[config.mk]
export PLATFORM = sky130hd
export DESIGN_NAME = axis_downsizer_n
export DESIGN_NICKNAME = d
export VERILOG_FILES = /design/src/rtl/axis_downsizer_n_pkg.sv /design/src/rtl/axis_downsizer_n.sv
export SDC_FILE = /design/constraint.sdc
export NUM_CORES = 1
export LEC_CHECK = 0
export CAP_MARGIN = 0
export CELL_PAD_IN_SITES_DETAIL_PLACEMENT = 2
export CELL_PAD_IN_SITES_GLOBAL_PLACEMENT = 2
export CORE_MARGIN = 10
export CORE_UTILIZATION = 30
export DETAILED_ROUTE_END_ITERATION = 10
export PLACE_DENSITY = 0.93
export SYNTH_ARGS = -nofsm -noshare
export SYNTH_HDL_FRONTEND = slang
export SYNTH_SLANG_ARGS = --single-unit
[constraint.sdc]
create_clock -name aclk -period 4.7 [get_ports aclk]
set_clock_uncertainty 0.1 [all_clocks]
set_input_delay 1.41 -clock aclk [delete_from_list [all_inputs] [get_ports aclk]]
set_output_delay 1.41 -clock aclk [all_outputs]
set_load 0.01 [all_outputs]
[src/rtl/axis_downsizer_n_pkg.sv]
// Shared helpers for the AXI-Stream downsizer: tkeep lane counting and legality.
package axis_pkg;

    // Widest ratio the keep helpers handle; callers zero-extend narrower masks.
    localparam int unsigned KEEP_MAX_N = 16;

    // Number of set lanes among the low n bits of keep.
    function automatic int unsigned keep_count(input logic [KEEP_MAX_N-1:0] keep,
                                               input int unsigned n);
        int unsigned cnt;
        cnt = 0;
        for (int unsigned i = 0; i < KEEP_MAX_N; i++) begin
            if ((i < n) && keep[i]) begin
                cnt = cnt + 1;
            end
        end
        return cnt;
    endfunction

    // Legal masks are nonzero and packed against the MSB lane n-1.
    function automatic logic keep_legal(input logic [KEEP_MAX_N-1:0] keep,
                                        input int unsigned n);
        int unsigned k;
        logic        ok;
        k  = keep_count(keep, n);
        ok = (k != 0);
        for (int unsigned i = 0; i < KEEP_MAX_N; i++) begin
            if (i < n) begin
                if (keep[i] != (i >= (n - k))) begin
                    ok = 1'b0;
                end
            end else if (keep[i]) begin
                ok = 1'b0;
            end
        end
        return ok;
    endfunction

endpackage

[src/rtl/axis_downsizer_n.sv]
// N:1 AXI-Stream width downsizer; emits lanes MSB-first, skips trailing
// unkept lanes, forwards tlast on the final kept lane. Supports N up to 16.
module axis_downsizer_n
    import axis_pkg::*;
#(
    parameter int unsigned W = 32,
    parameter int unsigned N = 4
) (
    input  logic           aclk,
    input  logic           areset,
    input  logic [N*W-1:0] in_tdata,
    input  logic [N-1:0]   in_tkeep,
    input  logic           in_tlast,
    input  logic           in_tvalid,
    output logic           in_tready,
    output logic [W-1:0]   out_tdata,
    output logic           out_tlast,
    output logic           out_tvalid,
    input  logic           out_tready
);

    localparam int unsigned LW = $clog2(N + 1);

    logic [N*W-1:0] buf_q, buf_d;
    logic [LW-1:0]  lanes_left_q, lanes_left_d;
    logic           last_q, last_d;
    logic [W-1:0]   out_tdata_q, out_tdata_d;
    logic           out_tlast_q, out_tlast_d;
    logic           out_tvalid_q, out_tvalid_d;

    logic [LW-1:0]  keep_k;
    logic           in_hs;
    logic           out_hs;

    assign keep_k = LW'(keep_count(KEEP_MAX_N'(in_tkeep), N));

    // Accept a new beat only once the buffer is empty and the output slot frees up.
    assign in_tready = ~areset & (lanes_left_q == '0) & (~out_tvalid_q | out_tready);
    assign in_hs     = in_tvalid & in_tready;
    assign out_hs    = out_tvalid_q & out_tready;

    assign out_tdata  = out_tdata_q;
    assign out_tlast  = out_tlast_q;
    assign out_tvalid = out_tvalid_q;

    // Next-state: load takes priority so the final lane and next beat share one edge.
    always_comb begin
        buf_d        = buf_q;
        lanes_left_d = lanes_left_q;
        last_d       = last_q;
        out_tdata_d  = out_tdata_q;
        out_tlast_d  = out_tlast_q;
        out_tvalid_d = out_tvalid_q;
        if (in_hs) begin
            out_tdata_d  = in_tdata[N*W-1 -: W];
            out_tlast_d  = in_tlast & (keep_k == LW'(1));
            out_tvalid_d = 1'b1;
            buf_d        = in_tdata << W;
            lanes_left_d = keep_k - 1'b1;
            last_d       = in_tlast;
        end else if (out_hs) begin
            if (lanes_left_q != '0) begin
                out_tdata_d  = buf_q[N*W-1 -: W];
                out_tlast_d  = last_q & (lanes_left_q == LW'(1));
                buf_d        = buf_q << W;
                lanes_left_d = lanes_left_q - 1'b1;
            end else begin
                out_tvalid_d = 1'b0;
            end
        end
    end

    // State and output registers; reset drops any partially sent beat.
    always_ff @(posedge aclk) begin
        if (areset) begin
            buf_q        <= '0;
            lanes_left_q <= '0;
            last_q       <= 1'b0;
            out_tdata_q  <= '0;
            out_tlast_q  <= 1'b0;
            out_tvalid_q <= 1'b0;
        end else begin
            buf_q        <= buf_d;
            lanes_left_q <= lanes_left_d;
            last_q       <= last_d;
            out_tdata_q  <= out_tdata_d;
            out_tlast_q  <= out_tlast_d;
            out_tvalid_q <= out_tvalid_d;
        end
    end

`ifndef SYNTHESIS
    a_stall_stable: assert property (@(posedge aclk) disable iff (areset)
        (out_tvalid && !out_tready) |=> (out_tvalid && $stable(out_tdata) && $stable(out_tlast)));

    a_keep_legal: assert property (@(posedge aclk) disable iff (areset)
        in_hs |-> keep_legal(KEEP_MAX_N'(in_tkeep), N));

    a_last_final_lane: assert property (@(posedge aclk) disable iff (areset)
        (out_tvalid && out_tlast) |-> (lanes_left_q == '0));
`endif

endmodule

Yosys cells after proc, flatten, opt, wreduce, memory -nomap -nowiden. Cells that the tools add are included.

Input bits: 137. Output and inout bits: 35. Flip-flop bits (word level): 134. Logic and storage cells: 48.

Bitwise logic cells: 9. Reductions and logical operators: 6. Muxes and demuxes: 19. Equality and inequality tests: 3. Add/subtract/negate cells: 5.

Operators by type and width (number): 128-bit 2-to-1 mux (3); 32-bit 2-to-1 mux (3); 3-bit 2-to-1 mux (5); 1-bit 2-to-1 mux (7); 1-bit AND (6); 3-bit by 1-bit equality test with 1-bit output (second input constant) (2); 3-bit by 1-bit subtractor with 3-bit output (second input constant) (2); 2-bit AND reduction (2); 2-bit nonzero test (2); 2-bit by 1-bit adder with 3-bit output (second input constant) (1); 3-bit by 1-bit adder with 3-bit output (second input constant) (1); 3-bit zero test (1); 3-bit nonzero test (1); 1-bit by 1-bit adder with 2-bit output (second input constant) (1); 2-bit 2-to-1 mux (1); 2-bit inequality test (second input constant) (1); 1-bit inverter (2); 1-bit OR (1).

Depth between registers and ports, before layout. Gate-level depths: netlist of run 1.

Depth after elaboration: 10. Gate-level depth with buffers: 10.

Worst setup path after synthesis of run 1. Ideal clock, no wire load.

Path kind: input to output. Start: input areset. End: output in_tready. Setup slack: 0.852 ns. Data arrival time: 2.338 ns. Required time: 3.190 ns. Path buffers: 3. Stages on the path: 4. Cell sequence: clkbuf_1 -> clkbuf_1 -> buf_1 -> nor2_1.

Longest elaborated chain between the ends: 3.

RTL lines: from (decl) (RTL line axis_downsizer_n.sv:10) `input logic areset,`; 1-bit inverter (RTL line axis_downsizer_n.sv:38) `assign in_tready = ~areset & (lanes_left_q == '0) & (~out_tvalid_q | out_tready);`; 1-bit AND (2 in a row) (RTL line axis_downsizer_n.sv:38); to (decl) (RTL line axis_downsizer_n.sv:15) `output logic in_tready,`.

Every way passes these cells.

Worst setup path after layout of run 1.
Start: input out_tready. End: output in_tready.

Longest elaborated chain between the ends: 2.

RTL lines: from (decl) (RTL line axis_downsizer_n.sv:19) `input logic out_tready`; 1-bit OR (RTL line axis_downsizer_n.sv:38); 1-bit AND (RTL line axis_downsizer_n.sv:38).

Every way passes these cells.

==> results of run 1 <==
final timing paths:
path | from | to | slack (ns)
worst max-delay path | out_tready | in_tready | 0.27
worst min-delay path | buf_q[53] | buf_q[53] | 0.37
worst max register to register | lanes_left_q[0] | buf_q[82] | 2.02
worst min register to register | buf_q[53] | buf_q[53] | 0.37
routing by layer:
layer / part of all wire (%) / up-vias / global-route usage [%] / routed length [µm]
met5: 0 / - / 0 / 0
met4: 1.3 / 0 / 5.00 / 297
met2: 49 / 119 / 28.0 / 11200
met1: 45 / 2861 / 21.9 / 10400
met3: 4.3 / 22 / 3.17 / 993
li1: - / 2814 / - / -
logic make-up after synthesis:
kind of cell | after synthesis | share of synthesized area [%]
and+or+nand+nor | 373 | 24.2
AOI/OAI and AO/OA | 141 | 23.7
DFF | 134 | 43.7
buffers and inverters | 75 | 6.07
adders and majority gates | 8 | 1.63
xor gates and xnor gates | 4 | 0.571
muxes | 1 | 0.163
area by class of cell:
class	count	area share, %
Antenna cell	1	0.0290
Clock buffer	20	5.30
Tap cell	270	3.92
Sequential cell	134	31.1
Inverter	5	0.218
Clock inverter	12	2.03
Timing Repair Buffer	183	21.5
Multi-Input combinational cell	527	35.9
worst min-delay path: stages, from the launching register on:
cell and delay [ns]:
dfxtp_1 0.31, nand3_1 0.06, a21oi_1 0.06
placed cells by master, fill, tap and decap left out, types with 17 or more instances in the layout:
cell type,count
nor2_1,99
clkdlybuf4s50_1,170
clkbuf_16,17
nand3_1,37
nand2_1,226
dfxtp_1,134
a21oi_1,39
a311oi_2,60
a311oi_1,34
per-stage QoR:
stage / area [µm²] / cells
finish: 8620 / 1152
global route: 8620 / 1152
CTS: 8620 / 1151
detailed placement: 7990 / 1119
global placement: 7990 / 1119
floorplan: 6140 / 736
flip-flops by register name (all words and copies together), names as in the netlist:
name	flops
lanes_left_q	3
out_tdata	32
last_q	1
out_tvalid	1
buf_q	96
out_tlast	1
power by group:
| group | switching, W | internal [W] | leakage [nW] |
|---|---|---|---|
| clock | 0.000519 | 0.000916 | 0.302 |
| sequential | 0.000186 | 0.00145 | 1.11 |
| combinational | 0.000838 | 0.000653 | 1.57 |
==> out/metrics.cfg, run 1 <==
[status]
outcome=finished clean

[grt]
grt-ovfl-total=0
first_global_vias=6323
antenna_found_initial=1
grt_pass1_wl_um=36100
grt_max_degree=82
track_usage_pct=16.9

[worst_setup_path]
crit_family=buffers and inverters
crit_chain=clkdlybuf4s50_1 > nand2b_1 > nand2_1 > nor2_1 > clkdlybuf4s50_1
crit_type=in -> out
r2r_cells=7
cp.arrival_ns=2.92
path_depth=5
crit_required_ns=3.19
critPathMaxFanout=4
worst-path-buf-inv=2
path_common_cell=clkdlybuf4s50_1
cp-end-kind=primary output
crit_slowest_cell=clkdlybuf4s50_1
slowest_delay_ns=0.56
crit_path_start_kind=input pin

[placement]
portBuffers=171
hpwl_um=16200
place_congestion=0.777
post-place-ws_ns=0.282

[synth]
syn_inst=736
synth_flop_cell=dfxtp_1
syn_avg_cell_area_um2=8.34
yosysMostFrequentCell=nand2_1
ys_types=32
seq_area_frac_synth_pct=43.7
synth-seq-cells=134
ys_warn_count=0
synthTopCellsByArea=dfxtp_1 44%, a311oi_2 15%, nand2_1 14%
synth_top_area_share_pct=43.7
synth_common_cells=226 x nand2_1, 134 x dfxtp_1, 99 x nor2_1, 60 x a311oi_2, 39 x a21oi_1
synth_edf_count=0
syn-cell-area_um2=6140
syn_nets=881
synth_top_cell_by_area=dfxtp_1
async_flop_share_pct=0

[sta]
rsz0062_at_grt=false
finalSetupTns_ns=0
slew_violations=0
whs_ns=0.369
finalSetupViolCount=0
hold_viol_final=0
fin_crit_ns=4.43
fin_ws_ns=0.267
worst_pin_slew_ns=1.03
max-slew-margin-rel_pct=31.4
fmax_mhz=226
period_share_pct=94.3

[final_layout]
area.sequential_um2=2680
multiInputGateArea_um2=3090
finalNetCount=1013
fin_util_pct=42.7
fillers=2212
drive_gt1_share_pct=12.3
area_delta_synth_final_pct=40.4

[clock_tree]
post_cts_buffers=0
clock-root-buffer=clkbuf_16
cts_tree=built
htreeDepth=4
cts_buffer_depth=2
cts_sinks=134
clk_latency_ns=0.42
cts_resized=0
hold_buffers=0
path_clk_slew_ns=0.05
numCtsBuffers=17

[route]
drt-pass1-iter-count=4
route.detailed.drc=0
vias=5816
ant_nets=0
vias_per_cell=5.05
post_drt_wl_per_cell_um=19.9
drt_wl_total_um=22900
drt_iter0_drc=258

[run]
maxCapViolations=0

[floorplanning]
row_count=52
die_area_um2=26600
die_h_um=163
core_um2=20200
io_pins=172
die_w_um=163
start_util_pct=30.4

[power]
total_power_w=0.00456
leakagePower_nw=2.98
power.density_nw_per_um2=529
ir_worst_vdd_mv=0.202

[min_path]
hold_path_depth=2
hold_path_class=reg -> reg

Note: power is estimated with default switching activity, not from simulation.
==> run 2: changes to the inputs <==
Settings changed: CORE_UTILIZATION 30 to 28, PLACE_DENSITY 0.93 to 0.88.
Clock period 4.7 ns to 4.45 ns, I/O delays scaled along.
==> run 2 against run 1 <==
Register-to-register slack got worse by 0.18 ns. Critical endpoint unchanged. Sequential power increased by 6%. Via count decreased by 0.45%. Flip-flop and latch count unchanged. Wire length about the same. Clock-buffer cell count increased by 5. Largest cell class unchanged. Critical path depth unchanged.
==> out/metrics.cfg, run 2 (synthesis results as in run 1) <==
[worst_setup_path]
cp.arrival_ns=2.77
r2r_cells=7
crit_path_start_kind=input pin
crit_type=in -> out
r2r_start=lanes_left_q[0]
cp-end-kind=primary output
rrSetupSlack_ns=1.84
critPathMaxFanout=4
crit_required_ns=3.01
r2r_end=buf_q[122]

[final_layout]
antenna_cells=0
largest_reg_flops=96
design_area_um2=8660
finalNetCount=1016
most-common-layout-cells=226 x nand2_1, 170 x clkdlybuf4s50_1, 134 x dfxtp_1
area_delta_synth_final_pct=41.1
drive_gt1_share_pct=12.2
fin_util_pct=39.9
regMostFlops=buf_q
final_common_cell=nand2_1

[clock_tree]
cts_sinks=134
clk_latency_ns=0.42
clock-root-buffer=clkbuf_16
cts_tree=built
cts_buffer_depth=2
htreeDepth=4
post_cts_buffers=0
hold_buffers=0
cts_resized=0
path_clk_slew_ns=0.06
numCtsBuffers=17

[floorplanning]
start_util_pct=28.3
io_pins=172
row_count=54
die_w_um=168
core_um2=21700
die_area_um2=28300
die_h_um=168

[min_path]
hold_path_depth=2
hold_end=buf_q[37]
min-delay-start=buf_q[37]
hold_path_class=reg -> reg

[route]
drt_iter0_drc=236
post_drt_wl_per_cell_um=19.7
ant_nets=0
vias_per_cell=4.97
route.detailed.drc=0
drt_wl_total_um=22900
vias=5790
drt-pass1-iter-count=6

[sta]
hold_viol_final=0
finalSetupTns_ns=0
fin_ws_ns=0.242
finalSetupViolCount=0
rsz0062_at_grt=false
whs_ns=0.372
max-slew-margin-rel_pct=29.5
period_share_pct=94.6
slew_violations=0
fmax_mhz=238
fin_crit_ns=4.21
worst_pin_slew_ns=1.06

[run]
maxCapViolations=0

[grt]
grt_pass1_wl_um=36100
track_usage_pct=15.8
grt_max_degree=79
first_global_vias=6360
antenna_found_initial=0
grt-ovfl-total=0

[power]
leakagePower_nw=2.99
ir_worst_vdd_mv=0.246
power.density_nw_per_um2=550

[placement]
portBuffers=171
hpwl_um=16500
placed_cell_area_um2=8070
post-place-ws_ns=0.234
place_congestion=0.751

[status]
outcome=finished clean

==> run 2: cell types whose count changed in the layout (fill, tap and decap cells not counted) <==
cell        before  now
clkinvlp_4       3    2
buf_12           4    8
diode_2          1    0
inv_6            1    0
bufinv_16        4    2
buf_4            8    7
clkinv_2         3    2
clkbuf_8         2    4
clkbuf_1         1    4
==> run 2: worst max-delay path: stages <==
cell and delay (ns):
clkdlybuf4s50_1 0.51, nand2b_1 0.21, nand2_1 0.07, nor2_1 0.10, clkdlybuf4s50_1 0.55
==> run 2: worst max-delay path by stage <==
| stage | from | to | slack, ns | depth (start not counted) |
|---|---|---|---|---|
| floorplan | areset | in_tready | 0.75 | 4 |
| global placement | out_tready | in_tready | 0.28 | 5 |
| detailed placement | out_tready | in_tready | 0.23 | 5 |
| CTS | out_tready | in_tready | 0.23 | 5 |
| global route | out_tready | in_tready | 0.15 | 5 |
| finish | out_tready | in_tready | 0.24 | 5 |
==> run 2: through the flow <==
stage	power (W)	std cells
3_5_place_dp	0.00338	1132
4_1_cts	0.00483	1164
2_1_floorplan	0.00271	736
6_report	0.00477	1164
3_3_place_gp	0.00330	1132
5_1_grt	0.00507	1164
==> run 2: layout make-up <==
type | instances | area (µm²)
Fill cell | 2407 | 13000
Multi-Input combinational cell | 527 | 3090
Inverter | 5 | 18.8
Clock inverter | 7 | 93.8
Clock buffer | 25 | 495
Timing Repair Buffer | 186 | 1930
Sequential cell | 134 | 2680
Tap cell | 280 | 350
==> run 2: report_power, final <==
group / leakage, nW / switching (W) / internal [W]
clock: 0.283 / 0.000543 / 0.000884
sequential: 1.11 / 0.000203 / 0.00153
combinational: 1.60 / 0.000882 / 0.000725
total: 2.99 / 0.00163 / 0.00314
==> run 2: routing by layer <==
metal,part of all wire (%),vias up,global-route usage (%)
li1,-,2825,-
met1,48,2825,20.7
met2,47,120,25.6
met3,3.9,20,3.24
met4,1.2,0,4.77
met5,0,-,0
